### src/rtl/reset_sequencer_pkg.sv
// Shared types and default constants for the reset sequencer.
package reset_sequencer_pkg;

  typedef enum logic [1:0] {
    HOLD    = 2'd0,
    RELEASE = 2'd1,
    RUN     = 2'd2
  } state_e;

  localparam int unsigned DEF_NUM_CH         = 4;
  localparam int unsigned DEF_HOLD_CYCLES    = 5;
  localparam int unsigned DEF_STAGGER_CYCLES = 1;
  localparam int unsigned DEF_WDT_TIMEOUT    = 350;
  localparam int unsigned DEF_CNT_W          = 16;

  function automatic int unsigned max3(input int unsigned a, input int unsigned b,
                                       input int unsigned c);
    int unsigned m;
    m = (a > b) ? a : b;
    return (m > c) ? m : c;
  endfunction

endpackage

### src/rtl/reset_sequencer_wdt.sv
// RUN-state watchdog: counts edges in RUN, cleared by a kick; flags expiry
// on the edge that completes WDT_TIMEOUT kick-free edges.
module reset_sequencer_wdt
  import reset_sequencer_pkg::*;
#(
  parameter int unsigned WDT_TIMEOUT = DEF_WDT_TIMEOUT,
  parameter int unsigned CNT_W       = DEF_CNT_W
) (
  input  logic clk,
  input  logic reset,
  input  logic run_i,
  input  logic kick_i,
  output logic expire_o
);

  localparam logic [CNT_W-1:0] WDT_LAST = CNT_W'(WDT_TIMEOUT - 1);

  logic [CNT_W-1:0] wcnt_q, wcnt_d;

  assign expire_o = run_i && !kick_i && (wcnt_q == WDT_LAST);

  // Next watchdog count: cleared outside RUN, on kick or expiry; saturates.
  always_comb begin
    wcnt_d = wcnt_q;
    if (!run_i || kick_i || expire_o) begin
      wcnt_d = '0;
    end else if (wcnt_q != '1) begin
      wcnt_d = wcnt_q + CNT_W'(1);
    end
  end

  // Watchdog counter register.
  always_ff @(posedge clk) begin
    if (reset) wcnt_q <= '0;
    else       wcnt_q <= wcnt_d;
  end

endmodule

### src/rtl/reset_sequencer.sv
// Reset sequencer: holds all channels in reset, then releases them in index
// order with a programmable stagger. Optional RUN-state watchdog enabled by
// defining RESET_SEQUENCER_WDT_EN.
module reset_sequencer
  import reset_sequencer_pkg::*;
#(
  parameter int unsigned NUM_CH         = DEF_NUM_CH,
  parameter int unsigned HOLD_CYCLES    = DEF_HOLD_CYCLES,
  parameter int unsigned STAGGER_CYCLES = DEF_STAGGER_CYCLES,
  parameter int unsigned WDT_TIMEOUT    = DEF_WDT_TIMEOUT,
  parameter int unsigned CNT_W          = DEF_CNT_W
) (
  input  logic              clk,
  input  logic              reset,
  input  logic              req_reset,
  input  logic              wdt_kick,
  output logic [NUM_CH-1:0] ch_reset_n,
  output logic              all_released,
  output logic              busy,
  output logic              wdt_fired
);

  localparam int unsigned MAX_CNT = max3(HOLD_CYCLES, STAGGER_CYCLES, WDT_TIMEOUT);

  if ($clog2(MAX_CNT + 1) > CNT_W) begin : g_cnt_w_check
    $error("reset_sequencer: CNT_W too narrow for HOLD/STAGGER/WDT counts");
  end
  if (NUM_CH < 1 || NUM_CH > 8 || HOLD_CYCLES < 1 || WDT_TIMEOUT < 2) begin : g_param_check
    $error("reset_sequencer: parameter out of range");
  end

  localparam logic [CNT_W-1:0] HOLD_LAST = CNT_W'(HOLD_CYCLES - 1);
  localparam logic [CNT_W-1:0] STAG_LAST =
    CNT_W'((STAGGER_CYCLES == 0) ? 0 : STAGGER_CYCLES - 1);

  state_e            state_q, state_d;
  logic [CNT_W-1:0]  cnt_q, cnt_d;
  logic [NUM_CH-1:0] ch_q, ch_d, ch_shift;
  logic              busy_q, busy_d;
  logic              all_q, all_d;
  logic              wdt_expire;

  // Channels form a thermometer code, so releasing the next one is a shift-in of 1.
  assign ch_shift = NUM_CH'({ch_q, 1'b1});

`ifdef RESET_SEQUENCER_WDT_EN
  logic wdt_fired_q;

  reset_sequencer_wdt #(
    .WDT_TIMEOUT (WDT_TIMEOUT),
    .CNT_W       (CNT_W)
  ) u_wdt (
    .clk      (clk),
    .reset    (reset),
    .run_i    (state_q == RUN),
    .kick_i   (wdt_kick),
    .expire_o (wdt_expire)
  );

  // Sticky watchdog flag; a simultaneous req_reset suppresses it.
  always_ff @(posedge clk) begin
    if (reset)                        wdt_fired_q <= 1'b0;
    else if (wdt_expire && !req_reset) wdt_fired_q <= 1'b1;
  end

  assign wdt_fired = wdt_fired_q;
`else
  logic unused_wdt_kick;
  assign unused_wdt_kick = wdt_kick;
  assign wdt_expire      = 1'b0;
  assign wdt_fired       = 1'b0;
`endif

  // Next-state, counter and channel logic; re-sequence overrides everything.
  always_comb begin
    state_d = state_q;
    ch_d    = ch_q;
    cnt_d   = (cnt_q == '1) ? cnt_q : cnt_q + CNT_W'(1);
    unique case (state_q)
      HOLD: begin
        if (cnt_q == HOLD_LAST) begin
          cnt_d = '0;
          if (STAGGER_CYCLES == 0) begin
            ch_d    = '1;
            state_d = RUN;
          end else begin
            ch_d    = ch_shift;
            state_d = (ch_shift == '1) ? RUN : RELEASE;
          end
        end
      end
      RELEASE: begin
        if (cnt_q == STAG_LAST) begin
          cnt_d   = '0;
          ch_d    = ch_shift;
          state_d = (ch_shift == '1) ? RUN : RELEASE;
        end
      end
      RUN: begin
        cnt_d = '0;
      end
      default: begin
        state_d = HOLD;
        cnt_d   = '0;
        ch_d    = '0;
      end
    endcase
    if (req_reset || wdt_expire) begin
      state_d = HOLD;
      cnt_d   = '0;
      ch_d    = '0;
    end
    busy_d = (state_d != RUN);
    all_d  = (state_d == RUN);
  end

  // State and registered outputs.
  always_ff @(posedge clk) begin
    if (reset) begin
      state_q <= HOLD;
      cnt_q   <= '0;
      ch_q    <= '0;
      busy_q  <= 1'b1;
      all_q   <= 1'b0;
    end else begin
      state_q <= state_d;
      cnt_q   <= cnt_d;
      ch_q    <= ch_d;
      busy_q  <= busy_d;
      all_q   <= all_d;
    end
  end

  assign ch_reset_n   = ch_q;
  assign all_released = all_q;
  assign busy         = busy_q;

endmodule

### config.mk
export PLATFORM = sky130hd
export DESIGN_NAME = reset_sequencer
export DESIGN_NICKNAME = d
export VERILOG_FILES = /design/src/rtl/reset_sequencer_pkg.sv /design/src/rtl/reset_sequencer_wdt.sv /design/src/rtl/reset_sequencer.sv
export SDC_FILE = /design/constraint.sdc
export NUM_CORES = 1
export LEC_CHECK = 0
export CORE_ASPECT_RATIO = 0.5
export CORE_MARGIN = 4
export CORE_UTILIZATION = 40
export DETAILED_ROUTE_END_ITERATION = 10
export DONT_BUFFER_PORTS = 1
export SETUP_SLACK_MARGIN = 0.02
export SYNTH_ARGS = -nofsm -noshare
export SYNTH_HDL_FRONTEND = slang
export SYNTH_SLANG_ARGS = --single-unit
### constraint.sdc
create_clock -name clk -period 1.7 [get_ports clk]
set_input_delay 0.34 -clock clk [delete_from_list [all_inputs] [get_ports clk]]
set_output_delay 0.34 -clock clk [all_outputs]
set_load 0.01 [all_outputs]
==> metrics.yaml <==
synthMuxAreaShare: 0.0229
clock_power_share: 0.451
setup_viol: 0
routed_wl_um: 3510
worstHoldStart: "reset"
synth_ff_type: "dfxtp_1"
cp_cell_sequence: "buf_4 > nand4_1 > or2_2 > nor4_1 > a311oi_1"
numCtsBuffers: 3
core_mm2: 0.00307
synthTopCellsByArea: "dfxtp_1 37%, nand3_1 4.2%, a21oi_1 3.8%"
synth_nets: 168
yosys_warnings: 0
swShare: 0.211
end_kind: "flip-flop"
rsz0062_at_grt: "no"
status: "complete, no violations"
track_usage: 0.165
antenna_found_initial: 0
synth_xor_area_frac: 0.0200
synth_top_area_cell: "dfxtp_1"
critical_path.startpoint_type: "flip-flop"
fillers: 278
cp_top_family: "simple AND/OR/NAND/NOR gates"
cp.arrival_ns: 1.80
synth-simple-area-share: 0.318
fin_worst_skew_ns: 0.00821
layout_setup_ws_ns: 0.0591
yosysSeqAreaShare: 0.366
grt_pass1_wl_um: 5620
synth_edf_count: 0
synth-seq-cells: 24
place_congestion: 0.864
start_util: 0.429
crit_path_max_fanout: 4
p_switching_mw: 0.242
gr-total-overflow: 0
ys_types: 45
clock.fmax_mhz: 609
areaGrowthSynthToFinish_pct: 29.5
drt_pass1_iterations: 4
critPathRequiredTime_ns: 1.86
wl_per_cell_um: 15.4
yosysMostFrequentCell: "dfxtp_1"
synth_compound_area_frac: 0.209
max_stage_delay_ns: 0.41
avgSynthCellArea_um2: 8.11
synth-adder-area-share: 0.0190
netlist.area_leader.share: 0.366
vias: 1337
pwr_density_cell_mw_per_mm2: 675
p_int_mw: 0.906
synth_common_cells: "24 x dfxtp_1, 11 x nand3_1"
routed_via_density: 5.86
grt_max_degree: 15
setup_tns_ns: 0
clock_sinks: 24
r2r_cells: 5
combPwrFrac: 0.055
drv_slew: 0
timing.critical_path.buf_inv: 1
crit_type: "reg -> reg"
hold_viol_final: 0
n_antenna_cell: 0
cts-root-buf: "clkbuf_8"
r2r-start: "cnt_q[4]"
clock_latency_ns: 0.28
cts_hold_buf: 0
pin_count: 11
peakVddDrop_mv: 0.324
min_delay_path_depth: 2
preCtsSetupSlack_ns: 0.0301
die_h_um: 48.5
critPathSlowestCell: "dfxtp_1"
clockBufferDepth: 2
clk_pin_slew_ns: 0.09
layout-drive-gt1-share: 0.314
row_count: 14
netlist_area_mm2: 0.00131
drv_cap: 0
fin_util: 0.555
critical_path_depth: 5
worst_hold_path_type: "in -> reg"
drt_iter0_drc: 76
cp-startpoint: "cnt_q[4]"
io_buffers: 0
async_flop_share: 0
drcViolationCount: 0
dpl.hpwl_um: 2460
fin_crit_ns: 1.64
p_seq_frac: 0.494
cts_tree: "yes"
min_period_over_period: 0.965
ant_nets: 0
cts_max_level: 1
fin_nets: 195
grt_pass1_vias: 1224
die_w_um: 89.1
synthCells: 162
leakage_nw: 0.570
synth_top_family_by_area: "simple AND/OR/NAND/NOR gates"
die_area_mm2: 0.00432
[kinds of logic (layout without fill, tap and decap cells)]
| group | Yosys count | in the layout |
|---|---|---|
| DFF | 24 | 24 |
| buffers and inverters | 13 | 39 |
| xor gates and xnor gates | 3 | 3 |
| other | 1 | 1 |
| adders and majority gates | 2 | 2 |
| AOI/OAI and AO/OA | 42 | 42 |
| muxes | 3 | 3 |
| and+or+nand+nor | 74 | 74 |
[worst register-to-register path, stage by stage (launching register included)]
cell      delay (ns)
dfxtp_1         0.41
buf_4           0.15
nand4_1         0.17
or2_2           0.37
nor4_1          0.29
a311oi_1        0.12
[repair_timing]
item	in CTS	in global routing
endpoints found under the setup margin	2	18
resized for setup	0	15
pin swaps	1	1
buffers inserted	0	1
[per-stage QoR]
| stage | std cells | total power, mW | hold slack [ns] | area, µm² |
|---|---|---|---|---|
| 2_1_floorplan | 162 | 0.618 | 0.472 | 1330 |
| 3_3_place_gp | 223 | 0.643 | 0.491 | 1570 |
| 3_5_place_dp | 223 | 0.645 | 0.501 | 1570 |
| 4_1_cts | 227 | 1.16 | 0.334 | 1640 |
| 5_1_grt | 228 | 1.19 | 0.345 | 1700 |
| 6_report | 228 | 1.15 | 0.335 | 1700 |
[routing by layer]
layer / vias to the layer above / GRT usage / part of all wire
met5: - / 0 / 0
met4: 0 / 0.0223 / 0.0034
met3: 2 / 0.0559 / 0.057
met2: 37 / 0.257 / 0.47
met1: 633 / 0.226 / 0.47
li1: 665 / - / -
[placed cells by master, fill, tap and decap left out, types with 3 or more instances in the layout]
cell | synthesis | routed
a211oi_1 | 5 | 3
nand3b_1 | 3 | 3
inv_1 | 5 | 5
a31oi_1 | 8 | 8
o21ai_0 | 6 | 6
nor4_1 | 7 | 4
dfxtp_1 | 24 | 17
buf_4 | 1 | 29
nand4_1 | 5 | 5
clkbuf_8 | 0 | 3
dfxtp_2 | 0 | 5
mux2i_1 | 3 | 3
nor2_1 | 10 | 10
a32oi_1 | 3 | 3
nand2_1 | 10 | 10
nand3_1 | 11 | 11
nor3_1 | 10 | 9
a21oi_1 | 10 | 10
xnor2_1 | 3 | 3
nor4_2 | 0 | 3
nor2b_1 | 3 | 3
[worst paths after layout]
kind	slack (ns)	end
worst min-delay path	0.33	ch_reset_n[2]
worst max-delay path	0.06	cnt_q[15]
worst max register to register	0.06	cnt_q[15]
worst min register to register	0.49	cnt_q[3]
[power groups by stage]
stage               clock network, mW  logic (mW)  registers [mW]
floorplan                           0      0.0361           0.582
global placement                    0      0.0611           0.582
detailed placement                  0      0.0622           0.582
CTS                             0.530      0.0625           0.569
global route                    0.555      0.0696           0.568
finish                          0.518      0.0633           0.567
[sequential cells by signal, indices dropped and copies added, names as in the netlist]
signal	cells
ch_reset_n	4
busy	1
all_released	1
state_q	2
cnt_q	16
[cell type report]
type / instances / area [µm²] / share of cell area
multi-input cells: 125 / 830 / 0.488
flip-flops and latches: 24 / 494 / 0.290
repair buffers: 30 / 238 / 0.140
well taps: 40 / 50.0 / 0.0294
clock buffers: 3 / 41.3 / 0.0243
clock inverters: 1 / 30.0 / 0.0176
inverters: 5 / 18.8 / 0.0110
(Power assumes the default switching activity.)
